--- src/rtl/dmem_arbiter.sv ---
// Shares the single data-memory port between the pipeline MEM stage (priority) and a debug read port.
// Optional macro DMEM_ARB_STARVE_EN enables the bounded-starvation forced debug grant.
module dmem_arbiter #(
  parameter int ADDR_W     = 32,
  parameter int DATA_W     = 32,
  parameter int STARVE_MAX = 4
) (
  input  logic              clock,
  input  logic              reset,
  input  logic              p_req,
  input  logic              p_we,
  input  logic [ADDR_W-1:0] p_addr,
  input  logic [DATA_W-1:0] p_wdata,
  output logic [DATA_W-1:0] p_rdata,
  output logic              p_stall,
  input  logic              d_req,
  input  logic [ADDR_W-1:0] d_addr,
  output logic              d_ack,
  output logic [DATA_W-1:0] d_rdata,
  output logic [ADDR_W-1:0] mem_addr,
  output logic [DATA_W-1:0] mem_wdata,
  output logic              mem_we,
  input  logic [DATA_W-1:0] mem_rdata
);

  if (STARVE_MAX < 1 || STARVE_MAX > 15) begin : g_bad_starve_max
    $error("dmem_arbiter: STARVE_MAX must be in 1..15");
  end

  typedef enum logic [1:0] {IDLE, D_WAIT, D_READ, D_ACK} state_t;

  state_t r_state, w_state_nxt;
  logic   w_dreq, w_grant, w_stall;

  // While reset is held the request is masked so the port stays with the pipeline.
  assign w_dreq = d_req & reset;

`ifdef DMEM_ARB_STARVE_EN
  localparam logic [3:0] STARVE_CNT = 4'(STARVE_MAX);
  logic [3:0] r_wait_cnt, w_wait_cnt_nxt;
`endif

  always_comb begin
    w_state_nxt = r_state;
    w_grant     = 1'b0;
    w_stall     = 1'b0;
`ifdef DMEM_ARB_STARVE_EN
    w_wait_cnt_nxt = r_wait_cnt;
`endif
    case (r_state)
      IDLE: begin
        if (w_dreq && !p_req) begin
          w_grant     = 1'b1;
          w_state_nxt = D_READ;
        end else if (w_dreq) begin
`ifdef DMEM_ARB_STARVE_EN
          w_wait_cnt_nxt = 4'd1;
`endif
          w_state_nxt = D_WAIT;
        end
      end
      D_WAIT: begin
        if (!w_dreq) begin
`ifdef DMEM_ARB_STARVE_EN
          w_wait_cnt_nxt = 4'd0;
`endif
          w_state_nxt = IDLE;
        end else if (!p_req) begin
          w_grant     = 1'b1;
          w_state_nxt = D_READ;
        end
`ifdef DMEM_ARB_STARVE_EN
        else if (r_wait_cnt == STARVE_CNT) begin
          w_grant     = 1'b1;
          w_stall     = 1'b1;
          w_state_nxt = D_READ;
        end else begin
          w_wait_cnt_nxt = r_wait_cnt + 4'd1;
        end
`endif
      end
      D_READ: w_state_nxt = D_ACK;
      D_ACK: begin
`ifdef DMEM_ARB_STARVE_EN
        w_wait_cnt_nxt = 4'd0;
`endif
        w_state_nxt = IDLE;
      end
      default: w_state_nxt = IDLE;
    endcase
  end

  always_ff @(posedge clock or negedge reset) begin
    if (!reset) begin
      r_state <= IDLE;
      d_rdata <= '0;
`ifdef DMEM_ARB_STARVE_EN
      r_wait_cnt <= 4'd0;
`endif
    end else begin
      r_state <= w_state_nxt;
`ifdef DMEM_ARB_STARVE_EN
      r_wait_cnt <= w_wait_cnt_nxt;
`endif
      // Memory returns the granted word during D_READ.
      if (r_state == D_READ) d_rdata <= mem_rdata;
    end
  end

  assign d_ack     = (r_state == D_ACK);
  assign p_stall   = w_stall;
  assign p_rdata   = mem_rdata;
  assign mem_addr  = w_grant ? d_addr : p_addr;
  assign mem_wdata = p_wdata;
  assign mem_we    = ~w_grant & p_we & p_req & ~w_stall;

endmodule

--- config.mk ---
export PLATFORM = sky130hd
export DESIGN_NAME = dmem_arbiter
export DESIGN_NICKNAME = d
export VERILOG_FILES = /design/src/rtl/dmem_arbiter.sv
export SDC_FILE = /design/constraint.sdc
export NUM_CORES = 1
export LEC_CHECK = 0
export CAP_MARGIN = 10
export CORE_AREA = 2 2 103 105
export DETAILED_ROUTE_END_ITERATION = 8
export DIE_AREA = 0 0 105 107
export PLACE_DENSITY = 0.69
export SLEW_MARGIN = 10
export SYNTH_ARGS = -nofsm -noshare
export SYNTH_HDL_FRONTEND = slang
export SYNTH_SLANG_ARGS = --single-unit
--- constraint.sdc ---
create_clock -name clock -period 1.5 [get_ports clock]
set_clock_uncertainty 0.05 [all_clocks]
set_input_delay 0.15 -clock clock [delete_from_list [all_inputs] [get_ports clock]]
set_output_delay 0.15 -clock clock [all_outputs]
set_load 0.1 [all_outputs]
**Yosys cells after proc, flatten, opt, wreduce, memory -nomap -nowiden**

Index checks and enable logic that the tools add are counted.

- Output and inout port bits: 131
- Word-level logic and storage cells: 25
- Input bits: 133
- Register bits after elaboration: 34

- Mux-type cells: 10
- Bitwise logic cells: 4
- Equal/unequal tests: 5
- Reductions and logical operators: 4

Operator list:

| operator | number |
|---|---|
| $mux W32 | 1 |
| $mux W2 | 4 |
| $pmux W2 S4 | 1 |
| $ne A3 B3 Y1 const B | 2 |
| $eq A2 B2 Y1 const B | 2 |
| $and A1 B1 Y1 | 3 |
| $mux W1 | 3 |
| $eq A2 B1 Y1 const B | 1 |
| $logic_not A2 Y1 | 1 |
| $pmux W1 S2 | 1 |
| $reduce_and A2 Y1 | 1 |
| $logic_and A1 B1 Y1 | 1 |
| $logic_not A1 Y1 | 1 |
| $not A1 Y1 | 1 |

**Logic depth before layout (Yosys ltp)**

- Depth after elaboration: 7
- Gate-level depth with buffers: 4

**Worst setup path before layout**

No wires, ideal clock.

- Path kind: register to output
- From: register r_state[1]
- To: output port mem_addr[10]
- Cell stages (with the launch flop): 5
- Arrival time: 1,341 ps
- Slack: -41 ps
- Data required time: 1,300 ps
- Path buffers: 2
- Cells stage by stage: dfrtp_1 -> and4bb_1 -> buf_6 -> buf_12 -> mux2_4

- Cells in the longest elaborated chain, start to end: 3

RTL lines:

| what | RTL line | source |
|---|---|---|
| from (decl) | 32 | `state_t r_state, w_state_nxt;` |
| from (signal assigned) | 101 | `r_state <= w_state_nxt;` |
| $eq A2 B1 Y1 or $logic_not A2 Y1 (tied branches) | 50 | `case (r_state)` |
| $pmux W1 S2 (*) | 50 |  |
| $mux W32 (*) | 113 | `assign mem_addr = w_grant ? d_addr : p_addr;` |
| to (decl) | 20 | `output logic [ADDR_W-1:0] mem_addr,` |

Every way passes the cells marked *; elsewhere a longest branch is shown, timed or not.

**Final worst setup path**

- From: register r_state[1]
- To: output port mem_addr[24]

Same word-level chain as after synthesis.

==> summary.txt <==
Outcome
  – Status: complete, but fails checks
  – Failing checks: setup timing

Critical path
  – CP arrival: around 1700 ps
  – CP startpoint kind: flop
  – CP Capture Type: primary output
  – FF-to-FF path depth: 4
  – Critical path's most frequent cell: buf_12
  – CP max stage delay: 370 ps
  – Worst Setup Path Type: flop to primary output
  – Largest delay share family, worst path: flip-flops
  – Crit-path max FO: 18
  – R2R setup slack: 160 ps
  – Critical path cell sequence: and4bb_4, buf_12, mux2_4, buf_12
  – Crit path max-delay cell type: dfrtp_1
  – Critical path buffers and inverters: 2
  – Reg2reg end: d_rdata[2]
  – WP data required: ~1300 ps
  – Reg2reg start: r_state[1]

Power
  – Sw Pwr: 5.88 mW
  – Worst vdd ir: 1.42 mV
  – Final Power: 10.7 mW
  – Cell area power density: 2110 nW/um2
  – Internal cell power: between 4 and 5 mW
  – Comb power frac: 76.6%
  – Seq pwr share: 17.5%
  – Static Leak: around 2.2 nW
  – Clock share of power: 5.9%
  – Switch share: 54.8%

Clock tree
  – Clk sinks: 34
  – Clock slew at reported path FFs: 70 ps
  – CTS Root Buffer Type: clkbuf_8
  – Clock Tree Buf Depth: 2
  – Clock Latency Late Sink: 270 ps
  – H-Tree Depth: 2
  – CTS buffer count: 5
  – Post-CTS setup buffer count: 0
  – CTS tree: done

Hold path
  – Worst hold stages: 0
  – Worst hold path type: input pin to primary output
  – Min-delay src: p_wdata[27]
  – Hold endpoint: mem_wdata[27]

Global routing
  – Vias in the first global route: between 2000 and 2500
  – GRT overflow: 0
  – Initial antenna violation count: 0
  – Largest net degree at the start of global routing: 36
  – Global-route wire length before repair: 12100 um
  – Total track usage: 13.7%

Timing
  – Min Tclk post-route: 1930 ps
  – Final hold violations: 0
  – Final cycle utilization of the critical path: 129%
  – RSZ-0062 raised after global routing: yes
  – TNS Setup: -12640 ps
  – Count of pins over their slew limit: 0
  – Final setup fails: 32
  – Final hold slack: 251 ps
  – F_max: 0.519 GHz
  – Setup slack after layout: -428 ps

Die
  – I/O pins: 264
  – Core Area: 10100 um2
  – DIE WIDTH: 105 um
  – Die H: between 100 and 150 um
  – Die Area: 11200 um2
  – Initial core utilization: 23.0%
  – # rows: 37

Route
  – Met3 routed WL: 1070 um
  – Post-DRT Antenna Nets: 0
  – Final wirelength: between 7000 and 8000 um
  – Met1 Routed Length: roughly 2700 um
  – Met2 routed WL: around 4000 um
  – Via density per instance: 4.02
  – DRC Markers: 0
  – Initial DRC count: 38
  – DRT Pass-1 Iters: 4
  – WL/cell: 17.1 um
  – Vias: 1837
  – Max layer used: met4

Layout
  – Share of post-route cells with drive strength above 1: 56.4%
  – # diodes: 0
  – Commonest non-fill, non-tap cells in the layout: buf_12, clkdlybuf4s50_1, dfrtp_1, mux2_4, mux2_2
  – Filler cell count: 874
  – Fin util: 50.3%
  – Area Growth Syn to Fin: 119%
  – Commonest non-fill, non-tap cell in the layout: buf_12
  – Nets: around 450

Placement
  – Hpwl dp: 6910 um
  – IO buf count: just under 200
  – Global placement routability congestion: 0.760
  – Place WS: -426 ps

Logic synthesis
  – Synth cell types: 14
  – Sequential element share of the synthesized area: between 30% and 40%
  – Post-Syn Instances: 179
  – Net Count, Synth: between 300 and 400
  – Yosys warning total: 0
  – Flops & latches, synth: 34
  – Avg Cell Area, Syn: 13.0 um2
  – Synthesized area: 2320 um2

Job
  – MaxCap Viol Count: 0
## worst max-delay path by stage
| stage | from | endpoint | slack [ps] | depth (start not counted) |
|---|---|---|---|---|
| final | r_state[1] | mem_addr[24] | -430 | 4 |
| after global routing | r_state[1] | mem_addr[24] | -500 | 4 |
| after CTS | r_state[1] | mem_addr[24] | -460 | 4 |
| after detailed placement | d_req | mem_addr[24] | -430 | 5 |
| after floorplan | r_state[1] | mem_addr[10] | -40 | 4 |
| after global placement | p_req | mem_addr[6] | -410 | 5 |
## per-stage QoR
stage          instance area, um2  cells
2_1_floorplan                2320    179
3_3_place_gp                 4980    449
3_5_place_dp                 4980    449
4_1_cts                      5080    457
5_1_grt                      5080    457
6_report                     5080    457
## synthesized netlist by cell type, drive strengths merged
cell type | number | area share, %
a41o | 1 | 0.43
and4bb | 1 | 0.54
conb | 1 | 0.16
dfrtp | 34 | 37
inv | 1 | 0.16
or2 | 1 | 0.27
buf | 73 | 25
mux2 | 64 | 36
and2 | 2 | 0.54
nor2b | 1 | 0.27
## cell families after synthesis
logic type	synth area share (%)
AOI/OAI and AO/OA	0.431
buffers and inverters	25.4
DFF	36.6
muxes	35.7
other	0.161
and+or+nand+nor	1.62
## flip-flops by register name (all words and copies together) (netlist names)
name     flops
d_rdata     32
r_state      2
## power by group through the flow
stage | clock network (mW) | logic, mW | registers [mW]
after floorplan | 0 | 2.44 | 4.87
after global placement | 0 | 8.22 | 1.87
after detailed placement | 0 | 8.27 | 1.90
after CTS | 0.679 | 8.29 | 1.89
after global routing | 0.714 | 8.42 | 1.95
final | 0.633 | 8.22 | 1.87
## metal layers
| layer | vias to the layer above | track usage [%] |
|---|---|---|
| li1 | 820 | - |
| met1 | 842 | 14.2 |
| met2 | 166 | 23.9 |
| met3 | 9 | 7.48 |
| met4 | 0 | 4.10 |
| met5 | - | 0.476 |
## what timing repair did
action / 4_1_cts / 5_1_grt
hold buffers: 1 / 0
resized for setup: 4 / 0
setup endpoints to repair: 32 / 32
endpoints found under the hold margin: 34 / 0
## cell type report
class	count	area [um2]	area share [%]
clock buffers	5	68.8	1.35
clock inverters	2	10.0	0.197
inverters	1	3.75	0.0739
multi-input cells	71	903	17.8
flip-flops and latches	34	851	16.7
well taps	136	170	3.35
repair buffers	208	3070	60.5
(Power assumes the default switching activity.)
